### src/rtl/mem_dma.sv
// mem_dma: initiator-side sequencer for the 512 x 12-bit Simplez memory.
// Dump mode reads a contiguous address range and streams each word out over
// a valid/ready port. Fill mode writes one constant word over a contiguous
// range. Address arithmetic wraps modulo 512.
module mem_dma (
  input  logic        clk,
  input  logic        rstn,
  input  logic        start,
  input  logic        op,
  input  logic [8:0]  base,
  input  logic [8:0]  len,
  input  logic [11:0] fill_data,
  output logic [8:0]  mem_addr,
  output logic        mem_wr,
  output logic [11:0] mem_wdata,
  input  logic [11:0] mem_rdata,
  output logic [11:0] dout,
  output logic        dout_valid,
  input  logic        dout_ready,
  output logic        busy,
  output logic        done
);

  localparam int ADDR_W = 9;
  localparam int DATA_W = 12;

  typedef enum logic [1:0] {
    IDLE    = 2'd0,
    RD_ADDR = 2'd1,
    RD_OUT  = 2'd2,
    WR      = 2'd3
  } state_t;

  state_t              state;
  state_t              state_nx;
  logic [ADDR_W-1:0]   cnt;
  logic                hshake;
  logic                cnt_zero;

  // Next address; the 9-bit width gives the 511 -> 0 wrap for free.
  function automatic logic [ADDR_W-1:0] addr_inc(input logic [ADDR_W-1:0] a);
    return a + {{(ADDR_W-1){1'b0}}, 1'b1};
  endfunction

  // State register; reset forces IDLE at once, even between clock edges.
  always_ff @(posedge clk or negedge rstn) begin
    if (!rstn) state <= IDLE;
    else       state <= state_nx;
  end

  // Next-state decode.
  always_comb begin
    state_nx = state;
    case (state)
      IDLE:    if (start) state_nx = op ? WR : RD_ADDR;
      RD_ADDR: state_nx = RD_OUT;
      RD_OUT:  if (hshake) state_nx = cnt_zero ? IDLE : RD_ADDR;
      WR:      if (cnt_zero) state_nx = IDLE;
      default: state_nx = IDLE;
    endcase
  end

  // Combinational status: busy flag, consumer handshake and last-word detect.
  always_comb begin
    busy     = (state != IDLE);
    hshake   = (state == RD_OUT) && dout_valid && dout_ready;
    cnt_zero = (cnt == '0);
  end

  // Registered memory-port and stream outputs; all clear on reset so a
  // pending write is abandoned and any word on dout is discarded.
  always_ff @(posedge clk or negedge rstn) begin
    if (!rstn) begin
      mem_addr   <= '0;
      mem_wr     <= 1'b0;
      mem_wdata  <= '0;
      dout       <= '0;
      dout_valid <= 1'b0;
      done       <= 1'b0;
      cnt        <= '0;
    end else begin
      done <= (state != IDLE) && (state_nx == IDLE);
      case (state)
        IDLE: begin
          if (start) begin
            mem_addr <= base;
            cnt      <= len;
            if (op) begin
              mem_wr    <= 1'b1;
              mem_wdata <= fill_data;
            end
          end
        end
        RD_ADDR: begin
          // mem_addr has been stable for a full cycle, so the memory's
          // negedge update of mem_rdata belongs to this address.
          dout       <= mem_rdata;
          dout_valid <= 1'b1;
        end
        RD_OUT: begin
          if (hshake) begin
            dout_valid <= 1'b0;
            if (!cnt_zero) begin
              mem_addr <= addr_inc(mem_addr);
              cnt      <= cnt - {{(ADDR_W-1){1'b0}}, 1'b1};
            end
          end
        end
        WR: begin
          if (cnt_zero) begin
            mem_wr <= 1'b0;
          end else begin
            mem_addr <= addr_inc(mem_addr);
            cnt      <= cnt - {{(ADDR_W-1){1'b0}}, 1'b1};
          end
        end
        default: begin
          mem_wr     <= 1'b0;
          dout_valid <= 1'b0;
        end
      endcase
    end
  end

  // Keep the word width tied to the port declarations.
  if (DATA_W != 12) begin : g_width_guard
    $error("mem_dma word width must be 12");
  end

endmodule

### config.mk
export PLATFORM = sky130hd
export DESIGN_NAME = mem_dma
export DESIGN_NICKNAME = d
export VERILOG_FILES = /design/src/rtl/mem_dma.sv
export SDC_FILE = /design/constraint.sdc
export NUM_CORES = 1
export LEC_CHECK = 0
export BUFFER_PORTS_ARGS = -buffer_cell sky130_fd_sc_hd__buf_2
export CAP_MARGIN = 0
export CORE_ASPECT_RATIO = 0.8
export CORE_MARGIN = 1
export CORE_UTILIZATION = 35
export DETAILED_ROUTE_END_ITERATION = 6
export PLACE_DENSITY = 0.62
export SYNTH_ARGS = -nofsm -noshare
export SYNTH_HDL_FRONTEND = slang
export SYNTH_SLANG_ARGS = --single-unit
### constraint.sdc
create_clock -name clk -period 5.6 [get_ports clk]
set_input_delay 0.56 -clock clk [delete_from_list [all_inputs] [get_ports clk]]
set_output_delay 0.56 -clock clk [all_outputs]
set_load 0.01 [all_outputs]
==> results.toml, run 1 <==
[sta]
clock_skew_ns = 0.004841
rsz0062_at_grt = "false"
period_share_pct = 45.18
finalMaxSlewViolations = 0
tightest_slew_ns = 1.046
hold-worst-slack_ns = 0.4447
finalSetupViolCount = 0
fin_crit_ns = 2.530
layout_setup_ws_ns = 3.070
hold_violations = 0
fin_setup_tns_ns = 0
relSlewSlack_pct = 30.28
fmax_ghz = 0.3952

[synth]
ys_ff_latch = 47
synthFlopType = "dfrtp_1"
syn_area_um2 = 2162
synth_nets = 241
avgSynthCellArea_um2 = 11.26
async_flop_share_pct = 100.0
syn_inst = 192
synth_edf_count = 0
synth_cell_types = 39
yosys_warnings = 0
synth-seq-area-share_pct = 54.40

[route]
route.detailed.drc = 0
finalWirelength_um = 4814
first_pass_iters = 4
first_iter_violations = 57
route.vias.total = 1747
ant_nets = 0
vias_per_cell = 4.907
route.detailed.wl_per_inst_um = 13.52

[finish]
insertedDiodeCount = 0
layout_commonest_cell = "buf_2"
multi_input_area_um2 = 927.1
syn2layout_area_growth_pct = 28.18
regArea_um2 = 1176
layout-drive-gt1-share_pct = 42.91
mostFrequentLayoutCells = "83 x buf_2, 47 x dfrtp_1, 24 x mux2_2"
nFillCells = 591
nNetsFinal = 323

[critical_path]
reg2reg_depth = 4
r2r_slack_ns = 3.07
worstReg2RegEnd = "mem_addr[8]"
path_max_fanout = 27
cp_slowest_stage_delay_ns = 0.89
cp.required_ns = 5.82
startpoint = "state[1]"
reg2reg_from = "state[1]"
cp_top_family = "compound AO/OA/AOI/OAI gates"
cp.depth = 4
critPathKind = "reg2reg"
cp-start-kind = "flip-flop"
crit_chain = "nand2_1 > o21ai_2 > o221ai_1 > a41oi_1"
critPathCapture = "mem_addr[8]"
slowest_stage = "o21ai_2"
crit_path_end_kind = "flip-flop"
arrival_ns = 2.75
crit_buf_inv = 0

[clock_network]
cts-root-buf = "clkbuf_8"
cts_max_level = 2
cts_tree = "built"
cts_made_buffers = 5
postCtsSetupBuffers = 0
hold_buffers = 0
clk_latency_ns = 0.30
clkTransAtPathRegs_ns = 0.09
clock-sinks = 47
cts_buffer_depth = 2
ctsResizeCount = 0

[power]
p_int_uw = 887.9
power_frac_comb_pct = 36.2
seqPwrFrac_pct = 42.1
power.clock.fraction_pct = 21.7
p_sw_uw = 463.0
switching_share_pct = 34.27
power.leakage_nw = 1.362
ir_drop_v = 0.0001980
power.density_nw_per_um2 = 487.5
total_power_mw = 1.351

[grt]
overflow = 0
grt_util_met2_pct = 25.04
grt-busiest-layer = "met2"
use_met3_pct = 3.983
antenna_found_initial = 0
use_met1_pct = 19.60
grt_max_degree = 48
grt_first_pass_wirelength_um = 7638
grt_pass1_vias = 1598
grt_usage_pct = 14.96

[outcome]
outcome = "finished, final reports clean"

[floorplanning]
die_y_um = 72.30
io_pins = 84
die-width_um = 89.88
start_util_pct = 36.38
placementRows = 25
core_area_um2 = 5943
die_area_um2 = 6498

[job]
cap_violations = 0

[place]
place_hpwl_um = 3385
dp_slack_ns = 3.048
place_congestion = 0.7237
port_buffers = 83

[worst_hold_path]
hold_path_class = "in2async"
==> cells by family after synthesis <==
kind of cell,Yosys count,share of synthesized area (%)
buffers and inverters,13,2.720
multiplexers,26,13.43
flip-flops,47,54.40
AND/OR/NAND/NOR,55,12.50
adder cells (fa/ha/maj),2,1.157
AO/OA/AOI/OAI,49,15.80
==> stage by stage <==
| step | utilization, % | instance area [um2] | cells |
|---|---|---|---|
| 2_1_floorplan | - | 2162 | 192 |
| 3_3_place_gp | 44.40 | 2639 | 348 |
| 3_5_place_dp | 44.40 | 2639 | 348 |
| 4_1_cts | 46.63 | 2771 | 356 |
| 5_1_grt | 46.63 | 2771 | 356 |
| 6_report | 46.63 | 2771 | 356 |
==> cell usage after synthesis, drive strengths merged, types with 4 or more instances <==
library cell | count | area, um2
buf | 6 | 32.53
inv | 5 | 18.77
mux2 | 24 | 270.3
a41oi | 4 | 35.03
o32ai | 4 | 35.03
a31oi | 4 | 25.02
o21a | 6 | 45.04
nand2 | 17 | 63.81
o21ai | 8 | 43.79
nor2 | 16 | 60.06
nor3 | 6 | 30.03
dfrtp | 47 | 1176
a21oi | 11 | 55.05
==> registers in the layout (all words and copies together) (netlist names) <==
signal and count:
dout_valid 1, mem_addr 9, cnt 9, mem_wr 1, state 2, dout 12, done 1, mem_wdata 12
==> layer usage <==
layer / share of wire, % / vias up
met4: 0.71 / 0
met3: 5.0 / 6
met5: 0 / -
met1: 47 / 828
met2: 47 / 42
li1: - / 871
==> power groups by stage <==
stage	combinational [mW]	sequential [mW]	clock, mW
floorplan	0.275	0.613	0
global placement	0.483	0.571	0
detailed placement	0.493	0.575	0
CTS	0.494	0.569	0.301
global route	0.539	0.593	0.314
finish	0.489	0.569	0.293
==> area by class of cell <==
type / count / share of cell area [%]
flip-flops and latches: 47 / 42.44
inverters: 5 / 0.6772
well taps: 81 / 3.657
multi-input cells: 132 / 33.45
clock inverters: 2 / 2.167
repair buffers: 83 / 14.99
clock buffers: 6 / 2.619
==> worst min path at each step <==
stage | to | startpoint | cells after the start | slack [ns]
6_report | mem_addr[2] | rstn | 1 | 0.44
5_1_grt | mem_wdata[11] | fill_data[11] | 2 | 0.47
4_1_cts | mem_addr[2] | rstn | 1 | 0.48
3_5_place_dp | mem_wdata[10] | mem_wdata[10] | 1 | 0.49
3_3_place_gp | mem_wdata[5] | mem_wdata[5] | 1 | 0.48
2_1_floorplan | cnt[0] | rstn | 0 | 0.26
(Power assumes the default switching activity.)
==> run 2: changes to the inputs <==
--- a/config.mk
+++ b/config.mk
@@ -11,7 +11,7 @@
 export CORE_MARGIN = 1
 export CORE_UTILIZATION = 35
 export DETAILED_ROUTE_END_ITERATION = 6
-export PLACE_DENSITY = 0.62
+export PLACE_DENSITY = 0.64
 export SYNTH_ARGS = -nofsm -noshare
 export SYNTH_HDL_FRONTEND = slang
 export SYNTH_SLANG_ARGS = --single-unit
==> constraint.sdc (replaced) <==
create_clock -name clk -period 2.3 [get_ports clk]
set_input_delay 0.23 -clock clk [delete_from_list [all_inputs] [get_ports clk]]
set_output_delay 0.23 -clock clk [all_outputs]
set_load 0.01 [all_outputs]
==> run 2 against run 1 <==
Against the previous run:
- clock power up 83%
- final cell count up 2.0%
- wire length increased by 3.3%
- fmax rose by 23%
- first-iteration DRC count rose by 21%
- global-route usage is 1.0 points higher
- combinational power up 150%
- critical endpoint is now cnt[2]
- largest power group unchanged
==> results.toml, run 2 (synthesized netlist as in run 1, its figures left out) <==
[finish]
fin_util_pct = 47.14
insertedDiodeCount = 0
nNetsFinal = 330
nFillCells = 598
layout-drive-gt1-share_pct = 43.97
layout_commonest_cell = "buf_2"
reg_top3 = "dout (12), mem_wdata (12)"
stdcell_count = 363
mostFrequentLayoutCells = "83 x buf_2, 47 x dfrtp_1, 24 x mux2_2"
finalInstanceArea_um2 = 2801
syn2layout_area_growth_pct = 29.57

[sta]
relSlewSlack_pct = 58.86
finalMaxSlewViolations = 0
fmax_ghz = 0.4848
layout_setup_ws_ns = 0.2373
hold_violations = 0
fin_crit_ns = 2.063
finalSetupViolCount = 0
clock_skew_ns = 0.004161
fin_setup_tns_ns = 0
period_share_pct = 89.68
tightest_slew_ns = 0.6171
rsz0062_at_grt = "false"

[power]
switching_share_pct = 35.62
power.density_nw_per_um2 = 1121
p_sw_mw = 1.119
p_int_mw = 2.022
power.clock.fraction_pct = 17.0
seqPwrFrac_pct = 44.4
power_frac_comb_pct = 38.6
ir_drop_v = 0.0004504
power.leakage_nw = 1.382

[grt]
use_met1_pct = 22.90
use_met3_pct = 3.040
grt_util_met2_pct = 23.93
grt_first_pass_wirelength_um = 8045
overflow = 0
antenna_found_initial = 0
grt_max_degree = 28
grt-busiest-layer = "met2"
grt_usage_pct = 16.01
grt_pass1_vias = 1644

[place]
place_hpwl_um = 3612
port_buffers = 83
dp_cells = 354
place_congestion = 0.7680
placed_cell_area_um2 = 2684
dp_slack_ns = 0.1029

[clock_network]
cts-root-buf = "clkbuf_8"
cts_made_buffers = 5
cts_max_level = 2
clk_latency_ns = 0.29
clock-sinks = 47
cts_tree = "built"
clkTransAtPathRegs_ns = 0.08
cts_buffer_depth = 2

[critical_path]
crit_path_end_kind = "flip-flop"
reg2reg_depth = 8
arrival_ns = 2.28
startpoint = "cnt[0]"
path_max_fanout = 16
slowest_stage = "dfrtp_1"
worstReg2RegEnd = "cnt[2]"
r2r_slack_ns = 0.24
critPathKind = "reg2reg"
critPathCapture = "cnt[2]"
cp-start-kind = "flip-flop"
cp_slowest_stage_delay_ns = 0.40
cp.required_ns = 2.51
reg2reg_from = "cnt[0]"
crit_chain = "inv_1 > ha_1 > nor4b_1 > and3_1 > o21ai_4 > buf_4 > nor2_1 > nor3_1"

[route]
route.detailed.wl_per_inst_um = 13.70
finalWirelength_um = 4972
first_pass_iters = 4
ant_nets = 0
route.detailed.drc = 0
first_iter_violations = 69
route.vias.total = 1791
vias_per_cell = 4.934

[floorplanning]
die_area_um2 = 6498
die-width_um = 89.88
die_y_um = 72.30
io_pins = 84
placementRows = 25
core_area_um2 = 5943
start_util_pct = 36.38

[job]
cap_violations = 0

[worst_hold_path]
hold_path_class = "in2reg"

[outcome]
outcome = "finished, final reports clean"
-- run 2: cell types whose count changed in the layout (fill, tap and decap cells not counted) --
cell | before | now
bufinv_16 | 2 | 0
dlygate4sd3_1 | 0 | 1
clkbuf_8 | 5 | 7
o21ai_4 | 0 | 1
o21ai_2 | 1 | 0
buf_4 | 0 | 6
-- run 2: metal layers --
| layer | share of wire [%] | vias up |
|---|---|---|
| li1 | - | 881 |
| met3 | 4.1 | 4 |
| met2 | 47 | 50 |
| met4 | 1.5 | 0 |
| met5 | 0 | - |
| met1 | 48 | 856 |
-- run 2: layout make-up --
cell class / instances / area, um2 / share of cell area [%]
clock buffer: 8 / 100.1 / 3.573
multi-input combinational: 132 / 934.6 / 33.36
inverter: 5 / 18.77 / 0.6699
tap: 81 / 101.3 / 3.618
timing repair buffer: 90 / 470.5 / 16.79
sequential: 47 / 1176 / 41.98
-- run 2: worst min-delay path by stage --
stage	start	endpoint	cells past startpoint	slack [ns]
global route	fill_data[7]	mem_wdata[7]	2	0.15
detailed placement	rstn	mem_addr[0]	1	0.28
finish	fill_data[3]	mem_wdata[3]	2	0.16
floorplan	rstn	cnt[0]	0	-0.07
CTS	fill_data[1]	mem_wdata[1]	2	0.15
global placement	rstn	mem_addr[4]	1	0.29
-- run 2: power by group through the flow --
stage,Combinational [mW],Clock [mW],Sequential (mW)
3_5_place_dp,1.21,0,1.41
3_3_place_gp,1.18,0,1.39
6_report,1.21,0.535,1.40
5_1_grt,1.35,0.593,1.45
2_1_floorplan,0.669,0,1.49
4_1_cts,1.21,0.562,1.40
-- run 2: per-stage QoR --
stage | power (mW) | hold slack, ns
finish | 3.142 | 0.1625
global route | 3.387 | 0.1523
CTS | 3.172 | 0.1518
detailed placement | 2.619 | 0.2840
global placement | 2.578 | 0.2868
floorplan | 2.162 | -0.06559
-- run 2: worst max-delay path, delay by kind of cell, from the launching register on --
family | cells | cell delay [ns]
simple gates | 4 | 0.64
flops | 1 | 0.40
compound gates | 1 | 0.38
buf+inv | 2 | 0.33
fa+ha+maj | 1 | 0.24
-- run 2: repair_timing --
action / 4_1_cts / 5_1_grt
hold endpoints to repair: 25 / 0
gates resized for setup: 0 / 1
hold buffers: 1 / 0
buffers inserted: 0 / 0
setup endpoints to repair: 0 / 5
